===== src/rtl/shared_reg_arbiter_pkg.sv =====
// Shared constants for the two-requester register arbiter: state encoding
// and the width of the hold counter.
package shared_reg_arbiter_pkg;

  // FSM state encoding; one-hot across the two OWN states so each grant is a
  // single decoded bit of the state register.
  localparam logic [1:0] ST_IDLE = 2'b00;
  localparam logic [1:0] ST_OWN0 = 2'b01;
  localparam logic [1:0] ST_OWN1 = 2'b10;

  // Hold counter width; wide enough for HOLD_MAX up to 15.
  localparam int HOLD_W = 4;

endpackage : shared_reg_arbiter_pkg


===== src/rtl/shared_reg_arbiter_dff_reg.sv =====
// WIDTH-bit bank of D flip-flops with a synchronous load enable and an
// asynchronous active-low clear to RESET_VAL.
module dff_reg
  import shared_reg_arbiter_pkg::*;
#(
  parameter int               WIDTH     = 8,
  parameter logic [WIDTH-1:0] RESET_VAL = '0
) (
  input  logic             clk,
  input  logic             rst_n,
  input  logic             en_i,
  input  logic [WIDTH-1:0] d_i,
  output logic [WIDTH-1:0] q_o
);

  logic [WIDTH-1:0] data_q;

  // Load new data when enabled, otherwise hold.
  always_ff @(posedge clk or negedge rst_n) begin
    if (!rst_n) begin
      data_q <= RESET_VAL;
    end else if (en_i) begin
      // NOTE: sequential state uses non-blocking assignment so every flop
      // samples pre-edge values regardless of block evaluation order.
      data_q <= d_i;
    end
  end

  assign q_o = data_q;

endmodule : dff_reg


===== src/rtl/shared_reg_arbiter.sv =====
// Round-robin arbiter granting one of two requesters ownership of a shared
// WIDTH-bit register. An owner keeps the register while uncontested, but is
// forced to hand over after HOLD_MAX cycles if the other requester waits.
module shared_reg_arbiter
  import shared_reg_arbiter_pkg::*;
#(
  parameter int               WIDTH     = 8,
  parameter int               HOLD_MAX  = 4,   // legal range 1..15
  parameter logic [WIDTH-1:0] RESET_VAL = '0
) (
  input  logic             CLK,
  input  logic             RST_N,
  input  logic             REQ0,
  input  logic             WE0,
  input  logic [WIDTH-1:0] WD0,
  input  logic             REQ1,
  input  logic             WE1,
  input  logic [WIDTH-1:0] WD1,
  output logic             GNT0,
  output logic             GNT1,
  output logic [WIDTH-1:0] Q,
  output logic             BUSY,
  output logic             LAST
);

  // Final count value before a contested owner must yield; also the
  // saturation point for an uncontested owner.
  localparam logic [HOLD_W-1:0] HOLD_LIM = HOLD_W'(HOLD_MAX - 1);

  logic [1:0]        state_q, state_d;
  logic [HOLD_W-1:0] hold_q,  hold_d;
  logic              last_q,  last_d;
  logic              wr_en;
  logic [WIDTH-1:0]  wr_data;

  // Next-state, hold counter and last-grantee logic.
  always_comb begin
    // NOTE: every variable gets a default first so no path leaves it
    // unassigned, which would otherwise infer a latch.
    state_d = state_q;
    hold_d  = hold_q;
    last_d  = last_q;

    case (state_q)
      ST_IDLE: begin
        if (REQ0 && REQ1) state_d = last_q ? ST_OWN0 : ST_OWN1;
        else if (REQ0)    state_d = ST_OWN0;
        else if (REQ1)    state_d = ST_OWN1;
      end
      ST_OWN0: begin
        if (!REQ0)                         state_d = REQ1 ? ST_OWN1 : ST_IDLE;
        else if (REQ1 && hold_q == HOLD_LIM) state_d = ST_OWN1;
      end
      ST_OWN1: begin
        if (!REQ1)                         state_d = REQ0 ? ST_OWN0 : ST_IDLE;
        else if (REQ0 && hold_q == HOLD_LIM) state_d = ST_OWN0;
      end
      default: state_d = ST_IDLE;
    endcase

    // Entry into an OWN state (from IDLE or a direct handover) restarts the
    // hold count and records the new grantee; staying in OWN counts up and
    // saturates so an uncontested owner is never evicted.
    if (state_d != state_q && state_d != ST_IDLE) begin
      hold_d = '0;
      last_d = (state_d == ST_OWN1);
    end else if (state_q != ST_IDLE && hold_q != HOLD_LIM) begin
      hold_d = hold_q + HOLD_W'(1);
    end
  end

  // Arbiter state registers.
  always_ff @(posedge CLK or negedge RST_N) begin
    if (!RST_N) begin
      state_q <= ST_IDLE;
      hold_q  <= '0;
      last_q  <= 1'b1;   // requester 0 wins the first tie
    end else begin
      state_q <= state_d;
      hold_q  <= hold_d;
      last_q  <= last_d;
    end
  end

  // A write lands only from the current owner while it still requests,
  // which includes its final edge before a forced handover.
  assign wr_en   = ((state_q == ST_OWN0) && REQ0 && WE0) ||
                   ((state_q == ST_OWN1) && REQ1 && WE1);
  assign wr_data = (state_q == ST_OWN1) ? WD1 : WD0;

  dff_reg #(
    .WIDTH     (WIDTH),
    .RESET_VAL (RESET_VAL)
  ) u_reg (
    .clk   (CLK),
    .rst_n (RST_N),
    .en_i  (wr_en),
    .d_i   (wr_data),
    .q_o   (Q)
  );

  assign GNT0 = (state_q == ST_OWN0);
  assign GNT1 = (state_q == ST_OWN1);
  assign BUSY = GNT0 | GNT1;
  assign LAST = last_q;

endmodule : shared_reg_arbiter


===== config.mk =====
export PLATFORM = sky130hd
export DESIGN_NAME = shared_reg_arbiter
export DESIGN_NICKNAME = d
export VERILOG_FILES = /design/src/rtl/shared_reg_arbiter_pkg.sv /design/src/rtl/shared_reg_arbiter_dff_reg.sv /design/src/rtl/shared_reg_arbiter.sv
export SDC_FILE = /design/constraint.sdc
export NUM_CORES = 1
export LEC_CHECK = 0
export CORE_MARGIN = 1.5
export CORE_UTILIZATION = 47
export DETAILED_ROUTE_END_ITERATION = 8
export HOLD_SLACK_MARGIN = 0.12
export PLACE_DENSITY = 0.94
export SLEW_MARGIN = 20
export SYNTH_ARGS = -nofsm -noshare
export SYNTH_HDL_FRONTEND = slang
export SYNTH_SLANG_ARGS = --single-unit

===== constraint.sdc =====
create_clock -name CLK -period 2.7 [get_ports CLK]
set_input_delay 0.405 -clock CLK [delete_from_list [all_inputs] [get_ports CLK]]
set_output_delay 0.405 -clock CLK [all_outputs]
set_load 0.05 [all_outputs]

# --- Word level (Yosys, flattened, before mapping) ---
# Cells that the tools add are included.
totals:
  wordCells: 40
  ff_bits: 15
  inputBits: 22
  output_inout_bits: 12
op_classes:
  n_bitwise: 1
  eq_ne: 6
  addsub: 1
  n_reduce_logical: 14
  n_mux: 14
op_table:
  columns: ["cell", "n"]
  rows:
  - ["2-bit two-way mux", 9]
  - ["1-bit logical AND", 9]
  - ["4-bit two-way mux", 2]
  - ["8-bit two-way mux", 1]
  - ["2-bit one-hot mux with 3 select lines", 1]
  - ["2-bit nonzero test", 3]
  - ["4-bit by 1-bit adder with 4-bit output, second input constant", 1]
  - ["2-bit == test, second input constant", 2]
  - ["4-bit by 2-bit == test with 1-bit output, second input constant", 1]
  - ["4-bit by 2-bit inequality test with 1-bit output, second input constant", 1]
  - ["2-bit by 1-bit == test with 1-bit output, second input constant", 1]
  - ["2-bit zero test", 1]
  - ["2-bit inequality test", 1]
  - ["1-bit logical OR", 1]
  - ["1-bit two-way mux", 1]
  - ["1-bit OR", 1]

# --- Depth between registers and ports, before layout ---
# Gate-level depths: netlist of the first run.
logic_depth:
  ltp_word: 8
  depth_mapped: 8

# --- Hierarchy ---
# From an unflattened synthesis of the first run, not the netlist that was laid out.
hier_totals:
  hier_cells: 91
  hier_area_um2: 1031.0
modules_own_cells:
  columns: ["module", "n_inst", "cells_per_inst", "seq_area_each_um2", "area_each_um2"]
  rows:
  - ["shared_reg_arbiter", 1, 74, 176.4, 699.4]
  - ["dff_reg", 1, 17, 200.2, 331.6]

# --- Worst setup path before layout of the first run ---
# Ideal clock, no wire load.
synth_path:
  kind: "reg2reg"
  startpoint: "register state_q[0]"
  endpoint: "register hold_q[3]"
  path_buffers: 0
  path_stages_with_launch: 8
  synth_period_minus_slack_ns: 2.161
  slack_ns: 0.539
  t_arrival_ns: 2.041
  path_cell_list: "dfrtp_1 inv_2 ha_1 o21ai_0 a31o_2 a31oi_2 a22oi_2 and2_2"
synth_via:
  word_cells_on_any_way: 18
  cone_classes: "eq/ne: 3; mux: 9; reduce/logical: 6"
synth_lines:
  columns: ["item", "line", "text"]
  rows:
  - ["from (decl)", "shared_reg_arbiter.sv:30", "logic [1:0] state_q, state_d;"]
  - ["from (signal assigned)", "shared_reg_arbiter.sv:79", "state_q <= state_d;"]
  - ["2-bit == test (*)", null, null]
  - ["net GNT1", "shared_reg_arbiter.sv:20", "output logic GNT1,"]
  - ["2-bit one-hot mux with 3 select lines (*)", "shared_reg_arbiter.sv:44", "case (state_q)"]
  - ["net state_d[0]", "shared_reg_arbiter.sv:30", null]
  - ["2-bit inequality test or 2-bit nonzero test (tied branches)", "shared_reg_arbiter.sv:64", "if (state_d != state_q && state_d != ST_IDLE) begin"]
  - ["1-bit logical AND (*)", "shared_reg_arbiter.sv:64", null]
  - ["4-bit two-way mux or 2-bit nonzero test (tied branches)", null, null]
  - ["to (signal assigned)", "shared_reg_arbiter.sv:80", "hold_q <= hold_d;"]
  - ["to (decl)", "shared_reg_arbiter.sv:31", "logic [HOLD_W-1:0] hold_q, hold_d;"]
# Mark *: on every way through the listed nets, which the timed path passes. The rest lies on a longest branch.
# A chain may end at the register's enable or synchronous reset.

# --- Worst setup path in the final report of the first run ---
layout_path:
  startpoint: "register state_q[1]"
  endpoint: "output GNT0"
layout_via:
  elab_chain_cells: 1
layout_lines:
  columns: ["item", "line", "text"]
  rows:
  - ["2-bit by 1-bit == test with 1-bit output", "shared_reg_arbiter.sv:102", "assign GNT0 = (state_q == ST_OWN0);"]
  - ["to (decl)", "shared_reg_arbiter.sv:19", "output logic GNT0,"]
# No other way between the ends.

==> impl_metrics.json, run 1 <==
{
  "cell_internal_pwr_uw": 775,
  "first_pass_iters": 4,
  "initial_core_util_pct": 49.6,
  "grt_max_degree": 17,
  "layout_common_cells": "32 x clkdlybuf4s50_1, 14 x dfrtp_1, 9 x nor2_1",
  "gr-total-overflow": 0,
  "start_kind": "flip-flop",
  "synthArstFlopShare_pct": 100,
  "grt_pass1_wl_mm": 3.53,
  "final_hold_viol_count": 0,
  "yosys_warnings": 0,
  "final_nets": 161,
  "clock_power_share_pct": 7.8,
  "fin_crit_ps": 2440,
  "ctsHoldBuffers": 0,
  "antenna_left": 0,
  "slew_viol_final": 0,
  "die_x_um": 48.3,
  "critPathCaptureType": "output port",
  "synth_ff_type": "dfrtp_1",
  "synthesis.area_um2": 963,
  "path_max_fanout": 7,
  "synth-edff-count": 0,
  "clockRootBuffer": "clkbuf_4",
  "coreArea_um2": 1940,
  "fp.dieH_um": 48.3,
  "rows": 16,
  "drcViolationCount": 0,
  "cts_buffer_depth": 2,
  "leakage_uw": 0.000542,
  "finClkSkew_ps": 0.905,
  "yosysUniqueCellTypes": 39,
  "p_sw_share_pct": 51.0,
  "worst_slew_pin_slew_ps": 668,
  "syn_inst": 99,
  "ys_seq_elements": 15,
  "routedWlPerCell_um": 13.6,
  "syn_area_per_cell_um2": 9.73,
  "viasPerCell": 5.73,
  "antenna_found_initial": 0,
  "hold_class": "in -> async",
  "outcome": "completed",
  "cts_tree": "built",
  "h-tree-depth": 1,
  "critical_path_class": "reg -> out",
  "drive_gt1_share_pct": 9.77,
  "maxCapViolCount": 0,
  "globalplace.congestion": 0.941,
  "combPwrFrac_pct": 66.7,
  "timing.final.ws_setup_ps": 263,
  "pre_cts_slack_ps": 406,
  "cts_setup_buffers": 0,
  "switchingPower_uw": 807,
  "clock_latency_ps": 270,
  "worst_ep_required_time_ps": 2300,
  "area_delta_synth_final_pct": 38.8,
  "min_period_over_period_pct": 90.3,
  "vias": 917,
  "cts_made_buffers": 3,
  "powerDensity_nw_per_um2": 1180,
  "ios": 34,
  "synth-seq-area-share_pct": 39.1,
  "track_usage_pct": 21.9,
  "synthesis.nets": 126,
  "fp.dieArea_um2": 2330,
  "ctsResizeCount": 0,
  "clk_pin_slew_ps": 80,
  "seqPwrFrac_pct": 25.5,
  "reg2reg_from": "state_q[1]",
  "relSlewSlack_pct": 55.4,
  "setup_viol": 0,
  "vdd_drop_max_mv": 0.723,
  "crit_start": "state_q[1]",
  "rsz0062_at_grt": "no",
  "wl_mm": 2.18,
  "port_buffers": 33,
  "tns_ps": 0,
  "drt_iter0_drc": 28,
  "mostFrequentLayoutCell": "clkdlybuf4s50_1",
  "n_antenna_cell": 0,
  "post-dp-hpwl_mm": 1.73,
  "crit_arrival_ps": 2030,
  "clock.fmax_mhz": 410,
  "cts.sinks": 15,
  "first_global_vias": 868
}
-- registers in the layout, summed over array words and instances, names as in the netlist --
register   count
LAST           1
hold_q         4
state_q        2
u_reg.q_o      8
-- final timing paths --
path	end	slack (ps)	depth (start not counted)
worst max-delay path	GNT0	260	3
worst min-delay path	u_reg.q_o[6]	530	1
worst max register to register	hold_q[1]	570	7
worst min register to register	u_reg.q_o[7]	540	2
max in group asynchronous	state_q[0]	1740	1
min in group CLK	u_reg.q_o[7]	540	2
-- metrics by stage --
| step | hold WS, ps | cells | area (µm²) | utilization, % | total power (µW) |
|---|---|---|---|---|---|
| 4_1_cts | 547 | 160 | 1340 | 68.9 | 1590 |
| 5_1_grt | 577 | 160 | 1340 | 68.9 | 1690 |
| 6_report | 533 | 160 | 1340 | 68.9 | 1580 |
| 2_1_floorplan | 109 | 99 | 963 | - | 1150 |
| 3_3_place_gp | 511 | 156 | 1310 | 67.5 | 1430 |
| 3_5_place_dp | 526 | 156 | 1310 | 67.5 | 1460 |
-- Yosys cell counts (2+ instances only) --
library cell,number,share of area (%)
nand4bb_1,2,2.3
a21oi_1,8,4.2
nand3_1,3,1.6
ha_1,5,6.5
mux2i_1,8,8.3
inv_1,4,1.6
nand2_1,6,2.3
a31oi_1,2,1.3
nor2_1,9,3.5
buf_2,2,1.0
nand4_1,3,1.9
a41o_1,2,2.1
a31oi_2,2,2.6
o21ai_0,5,2.6
dfrtp_1,14,36
-- metal layers --
| metal | up-vias | part of all wire (%) | global-route usage (%) |
|---|---|---|---|
| met3 | 2 | 9.0 | 4.44 |
| met5 | - | 0 | 0 |
| met4 | 0 | 0.46 | 11.9 |
| met1 | 437 | 39 | 27.7 |
| li1 | 433 | - | - |
| met2 | 45 | 51 | 35.0 |
-- final cells by class --
| class | count | area (µm²) |
|---|---|---|
| clock buffers | 4 | 26.3 |
| fillers | 151 | 604 |
| inverters | 5 | 18.8 |
| multi-input cells | 75 | 547 |
| flip-flops and latches | 15 | 377 |
| well taps | 27 | 33.8 |
| repair buffers | 34 | 335 |
-- critical path: stages, from the launching register on --
cell	delay, ps
dfrtp_1	470
inv_1	190
ha_1	270
clkdlybuf4s50_1	830
-- power by group through the flow --
stage,Clock (µW),Sequential [µW],Combinational (µW)
floorplan,0,628,527
global placement,0,401,1030
detailed placement,0,404,1060
CTS,128,403,1060
global route,139,417,1130
finish,123,403,1060
-- logic make-up (layout without fill, tap and decap cells) --
family	Yosys count	in the layout	share of synthesized area [%]
compound gates	30	30	22.6
xor+xnor	2	2	1.82
fa+ha+maj	5	5	6.49
buf+inv	9	43	4.15
flops	15	15	39.1
mux	9	9	9.48
simple gates	29	29	16.4
Power figures use the tool's default switching activity.
==> run 2, diff against run 1 <==
Settings changed: CORE_UTILIZATION 47 to 48, SYNTH_HIERARCHICAL set to 1.
==> impl_metrics.json, run 2 <==
{
  "outcome": "completed",
  "drcViolationCount": 0,
  "yosys_warnings": 6,
  "clock_latency_ps": 280,
  "ctsHoldBuffers": 0,
  "synthesis.nets": 118,
  "fin_crit_ps": 2460,
  "cts_buffer_depth": 2,
  "fp.dieArea_um2": 2430,
  "syn_inst": 91,
  "min_period_over_period_pct": 91.0,
  "maxCapViolCount": 0,
  "ys_seq_elements": 15,
  "fp.dieH_um": 49.3,
  "placed_area_um2": 1370,
  "layout_common_cells": "33 x clkdlybuf4s50_1, 14 x dfrtp_1, 9 x mux2_2",
  "rows": 16,
  "setup_viol": 0,
  "relSlewSlack_pct": 55.6,
  "path_max_fanout": 7,
  "port_buffers": 33,
  "rsz0062_at_grt": "no",
  "synth-seq-area-share_pct": 36.5,
  "critPathCaptureType": "output port",
  "crit_arrival_ps": 2050,
  "routedWlPerCell_um": 17.1,
  "cts.sinks": 15,
  "final_hold_viol_count": 0,
  "slew_viol_final": 0,
  "ys_top_cells_by_area": "dfrtp_1 34%, mux2_4 12%, mux2_2 9.8%, ha_1 6.1%, dfstp_2 2.5%",
  "start_kind": "flip-flop",
  "grtUsageMet3_pct": 4.60,
  "yosysMostFrequentCell": "dfrtp_1",
  "wl_mm": 2.60,
  "worst_ep_required_time_ps": 2300,
  "initial_core_util_pct": 51.5,
  "grt_pass1_wl_mm": 4.26,
  "reg2regPathDepth": 8,
  "mostFrequentLayoutCell": "clkdlybuf4s50_1",
  "cts_setup_buffers": 0,
  "tns_ps": 0,
  "post-dp-hpwl_mm": 1.94,
  "yosysTopAreaCell": "dfrtp_1",
  "drt_iter0_drc": 34,
  "track_usage_pct": 22.5,
  "yosysUniqueCellTypes": 38,
  "syn_area_per_cell_um2": 11.3,
  "ios": 34,
  "first_global_vias": 937,
  "globalplace.congestion": 0.926,
  "antenna_found_initial": 0,
  "die_x_um": 49.3,
  "finClkSkew_ps": 2.03,
  "vias": 886,
  "critical_path_class": "reg -> out",
  "first_pass_iters": 5,
  "h-tree-depth": 1,
  "use_met1_pct": 25.8,
  "synth-edff-count": 0,
  "synth_top_area_share_pct": 34.0,
  "synthTopCellsByCount": "14 x dfrtp_1, 9 x mux2_2, 8 x mux2_4",
  "clk_pin_slew_ps": 80,
  "synthArstFlopShare_pct": 100,
  "synth_ff_type": "dfrtp_1",
  "coreArea_um2": 2000,
  "worst_slew_pin_slew_ps": 665,
  "gr-total-overflow": 0,
  "use_met2_pct": 43.2,
  "clock.fmax_mhz": 407,
  "viasPerCell": 5.83,
  "clockRootBuffer": "clkbuf_4",
  "largest_reg_flops": 8,
  "n_antenna_cell": 0,
  "leakage_uw": 0.000578,
  "grt_max_degree": 16,
  "ctsResizeCount": 0,
  "cts_made_buffers": 3,
  "powerDensity_nw_per_um2": 1200,
  "fin_area_um2": 1400,
  "vdd_drop_max_mv": 0.643,
  "cts_tree": "built",
  "holdPathStages": 1,
  "fin_total_pwr_uw": 1680,
  "area_delta_synth_final_pct": 35.8,
  "hold_class": "reg -> reg",
  "reg2reg_slack_ps": 480,
  "grt.busiest_layer": "met2",
  "final_nets": 153,
  "antenna_left": 0,
  "drive_gt1_share_pct": 22.4,
  "synthesis.area_um2": 1030
}
run 2: changes by cell type in the layout (fill, tap and decap cells not counted):
cell,change
clkdlybuf4s50_1,+1
mux2i_1,-8
nor2_1,-8
mux2_2,+8
a21oi_1,-8
mux2_4,+8
buf_4,-1
run 2: worst paths after layout:
path	start	to
max	state_q[1]	GNT0
min	u_reg/q_o[0]	u_reg/q_o[0]
max reg2reg	state_q[0]	hold_q[3]
min reg2reg	u_reg/q_o[0]	u_reg/q_o[0]
max in group asynchronous	RST_N	u_reg/q_o[0]
min in group asynchronous	RST_N	u_reg/q_o[4]
run 2: worst max-delay path: stages, from the launching register on:
cell	delay (ps)
dfrtp_1	470
inv_1	220
ha_1	260
clkdlybuf4s50_1	830
run 2: cells by family after synthesis:
logic type,after synthesis,synth area share [%]
buf+inv,9,4.61
mux,17,21.5
simple gates,21,12.4
flops,15,36.5
fa+ha+maj,5,6.07
xor+xnor,2,1.70
compound gates,22,17.2
run 2: stage by stage:
stage / utilization (%) / instances / worst slack (ps) / hold slack (ps)
after floorplan: - / 91 / 539 / 109
after detailed placement: 68.6 / 148 / 424 / 495
after global routing: 69.9 / 152 / 175 / 539
after CTS: 69.9 / 152 / 262 / 517
final: 69.9 / 152 / 242 / 511
after global placement: 68.6 / 148 / 519 / 491
run 2: cell type report:
class	instances	area [µm²]
Fill cell	151	602
Sequential cell	15	377
Inverter	5	18.8
Tap cell	27	33.8
Timing Repair Buffer	34	338
Clock buffer	4	26.3
Multi-Input combinational cell	67	607
run 2: metal layers:
metal	vias to the layer above	wire [µm]
met5	-	0
met3	7	122
met4	0	23
met2	42	1420
met1	428	1030
li1	409	-
run 2: report_power, final:
group	internal (µW)	total (µW)	switching, µW
Combinational	479	1150	674
Sequential	327	410	82.7
Clock	57.3	122	65.0
Total	863	1680	821
==> run 3, diff against run 2 <==
Settings changed: ABC_CLOCK_PERIOD_IN_PS set to 2700.
==> results of run 3 <==
The final DEF is identical to that of run 2; final timing and power are the same.
